[config.mk]
export PLATFORM = sky130hd
export DESIGN_NAME = next_pc_ras
export DESIGN_NICKNAME = d
export VERILOG_FILES = /design/src/rtl/next_pc_ras_pkg.sv /design/src/rtl/next_pc_ras_stack.sv /design/src/rtl/next_pc_ras.sv
export SDC_FILE = /design/constraint.sdc
export NUM_CORES = 1
export LEC_CHECK = 0
export ABC_AREA = 0
export CAP_MARGIN = 0
export CORE_MARGIN = 1
export CORE_UTILIZATION = 55
export CTS_BUF_LIST = sky130_fd_sc_hd__clkbuf_2 sky130_fd_sc_hd__clkbuf_4 sky130_fd_sc_hd__clkbuf_8
export DETAILED_ROUTE_END_ITERATION = 10
export PLACE_DENSITY = 0.89
export SYNTH_ARGS = -nofsm -noshare
export SYNTH_HDL_FRONTEND = slang
export SYNTH_SLANG_ARGS = --single-unit
[constraint.sdc]
create_clock -name clk -period 12.3 [get_ports clk]
set_clock_uncertainty 0.15 [all_clocks]
set_input_delay 1.23 -clock clk [delete_from_list [all_inputs] [get_ports clk]]
set_output_delay 1.23 -clock clk [all_outputs]
set_load 0.005 [all_outputs]
[src/rtl/next_pc_ras_pkg.sv]
// Shared ISA constants and fetch-decode types for the next-PC / return-address-stack unit.
package next_pc_ras_pkg;

    localparam logic [5:0] OPC_SPECIAL = 6'd0;
    localparam logic [5:0] OPC_J       = 6'd2;
    localparam logic [5:0] OPC_JAL     = 6'd3;
    localparam logic [5:0] FUN_JR      = 6'd8;
    localparam logic [4:0] REG_RA      = 5'd31;

    typedef struct packed {
        logic is_j;
        logic is_jal;
        logic is_ret;
    } fetch_dec_t;

endpackage

[src/rtl/next_pc_ras_stack.sv]
// Circular return-address stack: overwrites the oldest entry when full,
// and a simultaneous push+pop replaces the top entry in place.
module ras_stack #(
    parameter int RAS_DEPTH = 4,
    parameter int ADDR_W    = 32
) (
    input  logic                         clk,
    input  logic                         reset,
    input  logic                         push,
    input  logic                         pop,
    input  logic [ADDR_W-1:0]            pushData,
    output logic [ADDR_W-1:0]            top,
    output logic [$clog2(RAS_DEPTH):0]   count
);
    localparam int PTR_W = $clog2(RAS_DEPTH);
    localparam int CNT_W = PTR_W + 1;

    logic [ADDR_W-1:0] mem [RAS_DEPTH];
    logic [PTR_W-1:0]  ptr;
    logic [PTR_W-1:0]  top_idx;
    logic [PTR_W-1:0]  wr_idx;

    // ptr is the next free slot; it wraps naturally because RAS_DEPTH is a power of two
    assign top_idx = ptr - 1'b1;
    assign wr_idx  = pop ? top_idx : ptr;
    assign top     = mem[top_idx];

    always_ff @(posedge clk) begin
        if (reset) begin
            ptr   <= '0;
            count <= '0;
        end else if (push && !pop) begin
            ptr <= ptr + 1'b1;
            if (count != CNT_W'(RAS_DEPTH))
                count <= count + 1'b1;
        end else if (pop && !push) begin
            ptr   <= top_idx;
            count <= count - 1'b1;
        end
    end

    always_ff @(posedge clk) begin
        if (!reset && push)
            mem[wr_idx] <= pushData;
    end

endmodule

[src/rtl/next_pc_ras.sv]
// Fetch-address unit with a speculative return-address stack predicting `jr $ra`.
// Define NEXT_PC_RAS_STATS_EN to add saturating redirect / RAS hit / RAS miss counters.
module next_pc_ras
    import next_pc_ras_pkg::*;
#(
    parameter int                ADDR_W       = 32,
    parameter int                RAS_DEPTH    = 4,
    parameter logic [ADDR_W-1:0] RESET_VECTOR = ADDR_W'('h3000)
) (
    input  logic                        clk,
    input  logic                        reset,
    input  logic [31:0]                 instruction,
    input  logic                        stall,
    input  logic                        taken,
    input  logic [ADDR_W-1:0]           branchAddr,
    input  logic                        isJumpReg,
    input  logic [ADDR_W-1:0]           jumpRegAddr,
    input  logic                        jrPredictedIn,
    input  logic [ADDR_W-1:0]           jrPredAddrIn,
    output logic [ADDR_W-1:0]           pc,
    output logic                        jrPredicted,
    output logic [ADDR_W-1:0]           jrPredAddr,
    output logic                        flushID,
    output logic                        flushEX,
    output logic [$clog2(RAS_DEPTH):0]  rasCount
`ifdef NEXT_PC_RAS_STATS_EN
    ,
    output logic [31:0]                 statRedirects,
    output logic [31:0]                 statRasHits,
    output logic [31:0]                 statRasMisses
`endif
);
    logic [ADDR_W-1:0] next_addr, jump_addr, new_pc, ras_top;
    logic              jr_match, jr_hit, jr_miss, ras_push, ras_pop;
    fetch_dec_t        dec;
    logic              unused_insn;

    assign next_addr = pc + ADDR_W'(4);
    assign jump_addr = {next_addr[ADDR_W-1:28], instruction[25:0], 2'b00};

    assign dec.is_j   = instruction[31:26] == OPC_J;
    assign dec.is_jal = instruction[31:26] == OPC_JAL;
    assign dec.is_ret = instruction[31:26] == OPC_SPECIAL && instruction[5:0] == FUN_JR
                        && instruction[25:21] == REG_RA;
    assign unused_insn = ^instruction[20:6];

    assign jr_match = jrPredAddrIn == jumpRegAddr;
    assign jr_hit   = isJumpReg && jrPredictedIn && jr_match;
    assign jr_miss  = isJumpReg && !jr_hit;

    always_comb begin
        new_pc      = next_addr;
        flushID     = 1'b0;
        flushEX     = 1'b0;
        jrPredicted = 1'b0;
        ras_push    = 1'b0;
        ras_pop     = 1'b0;
        if (stall) begin
            new_pc  = pc;
            flushEX = 1'b1;
        end else if (taken) begin
            new_pc  = branchAddr;
            flushID = 1'b1;
            flushEX = 1'b1;
        end else if (jr_miss) begin
            new_pc  = jumpRegAddr;
            flushID = 1'b1;
            flushEX = 1'b1;
        end else if (dec.is_j || dec.is_jal) begin
            new_pc   = jump_addr;
            ras_push = dec.is_jal;
        end else if (dec.is_ret && rasCount != '0) begin
            new_pc      = ras_top;
            jrPredicted = 1'b1;
            ras_pop     = 1'b1;
        end
    end

    // Prediction address is only meaningful when jrPredicted is set
    assign jrPredAddr = ras_top;

    always_ff @(posedge clk) begin
        if (reset) pc <= RESET_VECTOR;
        else       pc <= new_pc;
    end

    ras_stack #(.RAS_DEPTH(RAS_DEPTH), .ADDR_W(ADDR_W)) u_ras (
        .clk      (clk),
        .reset    (reset),
        .push     (ras_push),
        .pop      (ras_pop),
        .pushData (next_addr),
        .top      (ras_top),
        .count    (rasCount)
    );

`ifdef NEXT_PC_RAS_STATS_EN
    always_ff @(posedge clk) begin
        if (reset) begin
            statRedirects <= '0;
            statRasHits   <= '0;
            statRasMisses <= '0;
        end else if (!stall) begin
            if ((taken || jr_miss) && ~&statRedirects)
                statRedirects <= statRedirects + 32'd1;
            if (jr_hit && ~&statRasHits)
                statRasHits <= statRasHits + 32'd1;
            if (isJumpReg && jrPredictedIn && !jr_match && ~&statRasMisses)
                statRasMisses <= statRasMisses + 32'd1;
        end
    end
`endif

endmodule

# After elaboration in Yosys (flattened, before gate mapping)
# Memory sizes are Yosys's and may differ from the RTL's.
# Cells that the tools add are included.
# op_classes
div	0
order_cmp	0
add_sub_neg	5
bitwise	0
n_eq_ne	7
multipliers	0
shifts	0
n_reduce_logical	18
mux	25
# ops
op	count
$mux W32	4
$add A32 B3 Y32 const B	1
$eq A32 B32 Y1	1
$mux W1	15
$eq A6 B2 Y1 const B	2
$logic_and A1 B1 Y1	9
$mux W3	3
$eq A6 B4 Y1 const B	1
$logic_not A6 Y1	1
$mux W2	3
$eq A5 B5 Y1 const B	1
$logic_not A1 Y1	4
$add A3 B1 Y3 const B	1
$ne A3 B3 Y1 const B	1
$reduce_bool A3 Y1	1
$sub A3 B1 Y3 const B	1
$add A2 B1 Y2 const B	1
$ne A2 B2 Y1 const B	1
$reduce_and A2 Y1	1
$reduce_bool A2 Y1	1
$sub A2 B1 Y2 const B	1
$logic_or A1 B1 Y1	1
# totals
mem_bits_rw	128
romBits	0
ff_bits	37
latch_bits	0
mem_count	1
word_cells	59
out_inout_bits	70
# memory_table
memory	words	word_bits	read_ports	rd_clocked_by_memory_dff	write_ports	line_no	text
u_ras.mem	4	32	1	0	1	next_pc_ras_stack.sv:18	logic [ADDR_W-1:0] mem [RAS_DEPTH];

# Logic depth before layout (Yosys ltp)
# Gate-level depths: netlist of the first run.
# logic_depth
depth_word	13
mapped_depth	15
ltp_nobuf	14

# Hierarchy
# A second synthesis of the first run with hierarchy kept.
# hier_totals
cells_unflattened	652
area_unflattened_um2	8272.9
# by_module_without_submodules
mod	cells_each	seq_area_each_um2	n_inst	area_per_inst_um2
ras_stack	214	3943.8	1	5003.5
next_pc_ras	438	640.6	1	3269.4

# Worst setup path before layout of the first run
# OpenSTA, ideal clock, no wires.
# synth_path
kind	input to register
start	input port instruction[2]
end	memory u_ras.mem[0][0], enable pin
cell_stages	8
setup_ns	0.501
setup_slack_ns	5.870
path_buffers	2
t_required_ns	11.649
arrival_time_ns	5.779
cell_sequence	or4b_1 nor3_2 and3_1 buf_2 buf_2 xnor2_1 nand4_1 nor4_1
# synth_between
elab_chain_len	10
# synth_rtl
element	line_no	text
start, declared	next_pc_ras.sv:12	input logic [31:0] instruction,
$eq A6 B4 Y1	next_pc_ras.sv:43	assign dec.is_ret = instruction[31:26] == OPC_SPECIAL && instruction[5:0] == FUN_JR
$logic_and A1 B1 Y1	next_pc_ras.sv:43	
$logic_and A1 B1 Y1	next_pc_ras.sv:44	&& instruction[25:21] == REG_RA;
$logic_and A1 B1 Y1	next_pc_ras.sv:72	end else if (dec.is_ret && rasCount != '0) begin
$mux W1	next_pc_ras.sv:72	
$mux W1	next_pc_ras.sv:69	end else if (dec.is_j || dec.is_jal) begin
$mux W1	next_pc_ras.sv:65	end else if (jr_miss) begin
$mux W1	next_pc_ras.sv:61	end else if (taken) begin
$mux W1	next_pc_ras.sv:58	if (stall) begin
$mux W2	next_pc_ras_stack.sv:25	assign wr_idx = pop ? top_idx : ptr;
end, declared	next_pc_ras_stack.sv:18	
# No other way between the ends.

# Worst setup path in the final report of the first run
# layout_path
start	input port jumpRegAddr[27]
end	output port jrPredicted
# layout_between
elab_chain_len	7
# layout_rtl
element	line_no	text
start, declared	next_pc_ras.sv:17	input logic [ADDR_W-1:0] jumpRegAddr,
$eq A32 B32 Y1	next_pc_ras.sv:47	assign jr_match = jrPredAddrIn == jumpRegAddr;
$logic_and A1 B1 Y1	next_pc_ras.sv:48	assign jr_hit = isJumpReg && jrPredictedIn && jr_match;
$logic_not A1 Y1	next_pc_ras.sv:49	assign jr_miss = isJumpReg && !jr_hit;
$logic_and A1 B1 Y1	next_pc_ras.sv:49	
$mux W1	next_pc_ras.sv:65	
$mux W1	next_pc_ras.sv:61	
$mux W1	next_pc_ras.sv:58	
end, declared	next_pc_ras.sv:21	output logic jrPredicted,
# No other way between the ends.

==> results of run 1 <==
[power by group through the flow]
stage          clock network, mW  registers, mW  logic [mW]
3_3_place_gp                   0          0.637       0.142
2_1_floorplan                  0          0.633      0.0563
5_1_grt                    0.411          0.627       0.158
3_5_place_dp                   0          0.637       0.146
4_1_cts                    0.387          0.625       0.147
6_report                   0.387          0.626       0.150
[state kept, by name, summed over array words and instances (netlist names)]
name and count:
u_ras.mem 128, u_ras.ptr 2, u_ras.count 3, pc 32
[placed cells by master (no fill, tap or decap), drive strengths merged, types with 5 or more instances in the layout]
cell type / count
a211o: 10
a211oi: 6
a21oi: 36
a22o: 9
a22oi: 14
a31oi: 18
and3: 5
buf: 19
clkbuf: 20
clkdlybuf4s50: 203
clkinv: 8
dfxtp: 37
edfxtp: 128
inv: 14
mux4: 32
nand2: 39
nand2b: 5
nand3: 36
nand4: 12
nor2: 29
nor3: 19
nor4: 15
o21ai: 19
o221ai: 5
o22ai: 7
o31ai: 7
xnor2: 13
xor2: 49
[worst max-delay path by stage]
stage / startpoint / cells past startpoint / slack (ns) / endpoint
2_1_floorplan: instruction[2] / 8 / 5.87 / u_ras.mem[0][0]
3_3_place_gp: jumpRegAddr[27] / 10 / 6.74 / jrPredicted
3_5_place_dp: jumpRegAddr[27] / 10 / 6.63 / jrPredicted
4_1_cts: jumpRegAddr[27] / 10 / 6.63 / jrPredicted
5_1_grt: jumpRegAddr[18] / 10 / 6.49 / jrPredicted
6_report: jumpRegAddr[27] / 10 / 6.54 / jrPredicted
[layer usage]
metal / GRT usage [%] / vias to the layer above / routed length [microns]
met5: 0 / - / 0
met4: 15.7 / 0 / 1100
met3: 9.05 / 93 / 3270
met2: 53.5 / 617 / 12300
met1: 44.4 / 3397 / 9480
li1: - / 2982 / -
[worst min-delay path, stage by stage, from the launching register on]
cell	delay, ns
dfxtp_1	0.37
nand2_1	0.08
a21oi_1	0.06
[logic make-up after synthesis]
logic type / share of synthesized area [%]
XOR/XNOR: 6.61
adder cells (fa/ha/maj): 0.700
flip-flops: 55.8
buffers and inverters: 3.18
multiplexers: 9.53
AND/OR/NAND/NOR: 11.4
AO/OA/AOI/OAI: 12.8
[through the flow]
step                      cells  util, %  setup slack, ns  area, sq um  power [mW]
after floorplan             665        -             5.87         8220       0.690
after global placement     1022     71.9             6.74        10500       0.779
after detailed placement   1022     71.9             6.63        10500       0.784
after global routing       1054     74.7             6.49        10900        1.20
final                      1054     74.7             6.54        10900        1.16
after CTS                  1054     74.7             6.63        10900        1.16
[layout make-up]
type                            instances  area [sq um]
Clock inverter                         12           129
Multi-Input combinational cell        437          3410
Timing Repair Buffer                  222          2170
Sequential cell                       165          4590
Fill cell                             911          3680
Inverter                               14          52.6
Tap cell                              184           230
Clock buffer                           20           269
==> summary.md, run 1 <==
| Metric | Value |
|---|---|
| Peak supply drop | ~0.075 mV |
| Min-Delay Endpoint | u_ras.count[1] |
| Per-cell routed wire length | 24.8 microns |
| Post-Route WL | 26200 microns |
| Worst setup EP type | output pin |
| Die Wd | 124 microns |
| Crit path DAT | 4.38 ns |
| DRC | 0 |
| Setup violations, final | 0 |
| Critical R2R Launch | u_ras.ptr[1] |
| Hold path start | u_ras.count[1] |
| Max Cap Viol | 0 |
| Global-route usage over all layers | 34.1% |
| Critical path type | input pin to output pin |
| Worst flop-to-flop path endpoint | u_ras.mem[1][13] |
| Top cells by area in the synthesized netlist | edfxtp_1, dfxtp_1, mux4_2, xor2_1, a21oi_1 |
| CP delay by family, top | buffers and inverters |
| Setup bufs post-CTS | 0 |
| Share of layout cells above drive strength 1 | a little under an eighth |
| Initial antenna violation count | 0 |
| Status | completed |
| # IOs | 204 |
| Crit-path cells | clkdlybuf4s50_1 > xor2_1 > nor4_1 > nand4_1 > o31a_2 > nor2_1 > buf_4 > inv_1 > nor3_1 > clkdlybuf4s50_1 |
| CTS Buf Count | 17 |
| Area growth, synth to finish | 32.1% |
| Slew Limit Fails | 0 |
| Syn avg cell area | 12.4 sq um |
| Psw | 282 uW |
| Post-Synthesis Net Count | 803 |
| H-tree depth | 4 |
| Worst skew pair latency | 0.45 ns |
| Area leader, netlist | edfxtp_1 |
| Count of different cell masters after synthesis | 64 |
| Synth Cell Area | between 8000 and 9000 sq um |
| Fin. Hold Viols | 0 |
| Post-cts sizing count | 0 |
| Worst Hold Depth | 2 |
| Comb power frac | between 10% and 20% |
| RSZ-0062 raised after global routing | false |
| Reg clk slew, reported paths | 0.08 ns |
| Worst Path Buf+Inv | 4 |
| Detailed Place HPWL | roughly 18000 microns |
| Data required time at the worst endpoint | 10.92 ns |
| R2R Setup Slk | 9.00 ns |
| Crit-path slowest cell | clkdlybuf4s50_1 |
| Diode count | 0 |
| Vias in the first global route | slightly above 7000 |
| Row count | 44 |
| Cells after synthesis | 665 |
| Core region area | 14500 sq um |
| Top cells by count, synth | edfxtp_1, xor2_1, nand2_1 |
| DR vias | 7089 |
| Post-layout min period | approximately 5.8 ns |
| Pre-Repair DR Iteration Count | 5 |
| Ys async rst share | 0% |
| First-pass GRT wire length | 39900 microns |
| Yosys top cell area share | 46.8% |
| Relative max-transition margin | 28.8% |
| Clk buf depth | 2 |
| Post-route ant nets | 0 |
| Min-Delay Path Class | flop to flop |
| IO Port Bufs | between 200 and 250 |
| CP peak stage delay | 0.58 ns |
| Die area | 15400 sq um |
| Critical Path Fanout Max | 13 |
| Most frequent CP cell | clkdlybuf4s50_1 |
| Worst Setup Start Kind | input pin |
| CTS root buf | clkbuf_8 |
| Clock Sinks | 165 |
| Peak Freq | 0.174 GHz |
| Pin count of the biggest net entering global routing | 45 |
| Seq/Total Area, Yosys | 55.8% |
| Post-synth EDFFs | 128 |
| Via/cell ratio | 6.73 |
| Top-count cell post-synth | edfxtp_1 |
| Die height | 124 microns |
| P_int | slightly below 900 uW |
| R2R cell count | 6 |
| CTS tree | done |
| Tcrit/Tclk final | 46.8% |
| Sw Share | 24.2% |
| Clock network power share | 33.3% |
| Worst slew pin tran | roughly 1.1 ns |
| Starting Density | 56.5% |
| Synthesized flop and latch total | 165 |
| Grt ovf | 0 |
| Setup TNS | 0 ns |
| Hold_buf cts | 0 |
| GP Congestion | between 0.9 and 1 |
| Drt initial violations | between 900 and 1000 |
| Pwr/cell area | 107 nW/um^2 |
| P_leak | 3.57 nW |
| Final hold slack | 0.398 ns |
| Final net count | 995 |
| Sequential fraction of design power | 53.8% |
| Main synth FF type | edfxtp_1 |
| Yosys warnings | 0 |
No activity file was read; power rests on OpenSTA's default activity.
==> inputs of run 2 (changes only) <==
Settings changed: CORE_UTILIZATION 55 to 51, PLACE_DENSITY 0.89 to 0.83.
Clock period 12.3 ns to 5.8 ns, I/O delays scaled along.
==> summary.md, run 2 (same netlist as run 1, synthesis figures left out) <==
| Metric | Value |
|---|---|
| Post-Place Cells | approximately 1100 |
| CTS Buf Count | 17 |
| Setup bufs post-CTS | 0 |
| Worst slew pin tran | 1.16 ns |
| Critical Path Fanout Max | 24 |
| H-tree depth | 4 |
| Crit path DAT | 4.01 ns |
| Biggest regs | u_ras.mem: 128 flops, pc: 32 flops, u_ras.count: 3 flops |
| Clk buf depth | 2 |
| Vias in the first global route | 7020 |
| Die Wd | 129 microns |
| Post-Route WL | 26900 microns |
| Share of layout cells above drive strength 1 | 11.4% |
| Largest Register | u_ras.mem |
| Pre-Repair DR Iteration Count | 5 |
| Hold_buf cts | 0 |
| # IOs | 204 |
| Diode count | 0 |
| Area after DPL | about 11000 sq um |
| Worst Setup Start Kind | input pin |
| Data required time at the worst endpoint | 5.07 ns |
| Status | completed |
| IO Port Bufs | ~200 |
| Final Non-Filler Cells | 1085 |
| Max Cap Viol | 0 |
| Final net count | a little under 1000 |
| PnR worst setup slack | 1.06 ns |
| Fin. Hold Viols | 0 |
| Global-route usage over all layers | 33.4% |
| CTS tree | done |
| Slew Limit Fails | 0 |
| DR vias | 7040 |
| Critical path type | input pin to output pin |
| Post-route ant nets | 0 |
| CTS root buf | clkbuf_8 |
| Initial antenna violation count | 0 |
| Row count | 46 |
| Post-layout min period | 4.74 ns |
| First-pass GRT wire length | 40100 microns |
| Per-cell routed wire length | 24.8 microns |
| Worst setup EP type | output pin |
| Post-cts sizing count | 0 |
| Starting Density | 51.9% |
| P_leak | approximately 3.6 nW |
| Peak Freq | 0.211 GHz |
| Pwr/cell area | 235 nW/um^2 |
| Clock Sinks | 165 |
| DP Worst Slack | 1.19 ns |
| Most frequent cells in the layout | clkdlybuf4s50_1, edfxtp_1, xor2_1 |
| Detailed Place HPWL | 18700 microns |
| Peak supply drop | 0.175 mV |
| Setup violations, final | 0 |
| Multi-input gate area | 3410 sq um |
| Min-Delay Path Class | flop to flop |
| Die area | 16600 sq um |
| Relative max-transition margin | a little over a fifth |
| Max FFs per register | 128 |
| Die height | 129 microns |
| Util after Layout | 69.2% |
| Drt initial violations | between 900 and 1000 |
| Worst skew pair latency | 0.46 ns |
| Pin count of the biggest net entering global routing | 45 |
| Setup TNS | 0 ns |
| Reg clk slew, reported paths | 0.07 ns |
| Area growth, synth to finish | 33.4% |
| Most common cell after layout, fill and taps aside | clkdlybuf4s50_1 |
| Grt ovf | 0 |
| Storage element area | 4590 sq um |
| Core region area | 15800 sq um |
| DRC | 0 |
| Tcrit/Tclk final | 81.8% |
| Via/cell ratio | 6.49 |
| Fill cell count | 1055 |
| Cell area after layout | 11000 sq um |
| GP Congestion | between 0.8 and 0.9 |
| RSZ-0062 raised after global routing | false |
==> run 2: worst paths after layout <==
| kind | start | to | slack (ns) | cells after the start |
|---|---|---|---|---|
| setup / recovery | jumpRegAddr[27] | jrPredicted | 1.06 | 9 |
| hold / removal | u_ras.count[1] | u_ras.count[1] | 0.40 | 2 |
| setup reg to reg | u_ras.count[0] | u_ras.mem[0][5] | 2.78 | 7 |
| hold reg to reg | u_ras.count[1] | u_ras.count[1] | 0.40 | 2 |
==> run 2: per-stage QoR <==
stage / hold slack (ns) / total power [mW]
2_1_floorplan: 0.355 / 1.46
5_1_grt: 0.411 / 2.64
4_1_cts: 0.393 / 2.57
3_5_place_dp: 0.375 / 1.66
3_3_place_gp: 0.361 / 1.65
6_report: 0.396 / 2.57
==> run 2: final cells by class <==
| type | instances | area share, % |
|---|---|---|
| sequential | 165 | 41.8 |
| multi-input combinational | 437 | 31.1 |
| timing repair buffer | 221 | 20.0 |
| clock buffer | 21 | 2.52 |
| tap | 216 | 2.47 |
| clock inverter | 11 | 1.59 |
| inverter | 14 | 0.480 |
==> run 2: critical path: stages <==
cell and delay, ns:
clkdlybuf4s50_1 0.49, xor2_1 0.17, nor4_1 0.63, nand4_1 0.27, o31a_2 0.61, nor2_1 0.21, inv_1 0.11, nor3_1 0.35
clkdlybuf4s50_1 0.57
==> run 2: metal layers <==
layer  GRT usage [%]  vias to the layer above  wire length [microns]  part of all wire, %
met4            16.6                        0                   1170                  4.3
li1                -                     2982                      -                    -
met5               0                        -                      0                    0
met1            42.5                     3351                   9770                   36
met2            54.6                      607                  12800                   48
met3            6.82                      100                   3120                   12
==> run 2: power by group <==
part / total, mW / switching, mW / internal, mW
clock: 0.929 / 0.425 / 0.504
sequential: 1.32 / 0.0297 / 1.29
combinational: 0.318 / 0.154 / 0.164
==> inputs of run 3 (changes only) <==
Settings changed: CORE_UTILIZATION 51 to 46, PLACE_DENSITY 0.83 to 0.79.
Clock period 5.8 ns to 4.05 ns, I/O delays scaled along.
==> summary.md, run 3 (same netlist as run 1, synthesis figures left out) <==
| Metric | Value |
|---|---|
| Status | completed |
| Critical path type | input pin to output pin |
| IO Port Bufs | 203 |
| Setup TNS | 0 ns |
| Clk buf depth | 2 |
| Area growth, synth to finish | 35.6% |
| Post-cts sizing count | 1 |
| Biggest regs | u_ras.mem: 128 flops, pc: 32 flops, u_ras.count: 3 flops |
| Most frequent cells in the layout | clkdlybuf4s50_1, edfxtp_1, xor2_1 |
| Diode count | 0 |
| Relative max-transition margin | between 20% and 30% |
| Setup violations, final | 0 |
| Critical Path Start | jumpRegAddr[10] |
| Fin. Hold Viols | 0 |
| Die Wd | 136 microns |
| RSZ-0062 raised after global routing | false |
| Peak supply drop | 0.244 mV |
| CTS tree | done |
| Detailed Place HPWL | 19300 microns |
| Min-Delay Path Class | input pin to flop |
| Critical R2R Launch | pc[2] |
| Most common cell after layout, fill and taps aside | clkdlybuf4s50_1 |
| Post-route ant nets | 0 |
| Worst setup EP type | output pin |
| Worst slew pin tran | ~1.1 ns |
| # IOs | 204 |
| Hold_buf cts | 0 |
| Row count | 48 |
| Vias in the first global route | 6638 |
| Worst Setup Start Kind | input pin |
| Initial antenna violation count | 0 |
| DR vias | 6964 |
| H-tree depth | 4 |
| GP Congestion | 0.868 |
| Die height | 136 microns |
| Reg clk slew, reported paths | 0.09 ns |
| Pwr/cell area | 316 nW/um^2 |
| Post-layout min period | just under 4 ns |
| Drt initial violations | 717 |
| Data required time at the worst endpoint | 3.49 ns |
| Max Cap Viol | 0 |
| Largest Register | u_ras.mem |
| Starting Density | 47.3% |
| Final Non-Filler Cells | ~1100 |
| Fill cell count | 1260 |
| DRC | 0 |
| Pre-Repair DR Iteration Count | 5 |
| Clock Sinks | 165 |
| First-pass GRT wire length | 39000 microns |
| Setup bufs post-CTS | 0 |
| Tcrit/Tclk final | ~97% |
| Share of layout cells above drive strength 1 | 13.7% |
| Peak Freq | 0.256 GHz |
| CTS root buf | clkbuf_8 |
| Max FFs per register | 128 |
| Post-Place Cells | 1082 |
| CTS Buf Count | 17 |
| Die area | 18400 sq um |
| Via/cell ratio | 6.25 |
| Grt ovf | 0 |
| Global-route usage over all layers | 29.7% |
| P_leak | 3.68 nW |
| Critical Path Fanout Max | 3 |
| Core region area | 17400 sq um |
| Per-cell routed wire length | ~24 microns |
| Worst skew pair latency | 0.46 ns |
| Crit path DAT | around 3.4 ns |
| Slew Limit Fails | 0 |
| Post-Route WL | approximately 27000 microns |
| Hold path start | taken |
| Pin count of the biggest net entering global routing | 40 |
| Final net count | 1014 |
| Final hold slack | 0.348 ns |
==> run 3: cell type report <==
cell class              instances  area, sq um  area share [%]
flip-flops and latches        165         4590            41.2
multi-input cells             437         3450            31.0
repair buffers                241         2390            21.4
well taps                     225          282            2.53
clock buffers                  18          248            2.22
clock inverters                14          139            1.25
inverters                      14         52.6           0.472
==> run 3: worst paths after layout <==
check / to / slack (ns) / cells past startpoint
worst min register to register: u_ras.count[1] / 0.38 / 2
worst min-delay path: pc[17] / 0.35 / 3
worst max register to register: pc[28] / 1.05 / 7
worst max-delay path: jrPredicted / 0.14 / 10
==> run 3: per-layer routing <==
metal | track usage (%) | vias up | wire, microns
met2 | 46.7 | 526 | 12500
met4 | 13.7 | 0 | 890
met3 | 7.07 | 59 | 3300
met1 | 38.7 | 3351 | 10100
li1 | - | 3028 | -
met5 | 0 | - | 0
==> run 3: report_power, final <==
group / switching [mW] / leakage (nW) / internal [mW]
sequential: 0.0447 / 1.47 / 1.85
combinational: 0.226 / 2.02 / 0.242
clock: 0.639 / 0.195 / 0.519
total: 0.909 / 3.68 / 2.62
==> run 3: stage by stage <==
step	instance area (sq um)	utilization, %	power, mW	setup slack [ns]
global placement	10700	61.9	2.39	0.0573
finish	11100	64.2	3.52	0.140
global route	11100	64.2	3.63	0.0548
CTS	11100	64.1	3.53	0.104
floorplan	8240	-	2.10	-0.239
detailed placement	10700	61.9	2.39	-0.0969
==> run 3: critical path: stages <==
cell	delay [ns]
clkdlybuf4s50_1	0.51
xor2_1	0.19
nor4_2	0.49
nand4_1	0.20
o31a_2	0.39
nor2_1	0.14
buf_4	0.14
inv_1	0.05
nor3_1	0.25
clkdlybuf4s50_1	0.57
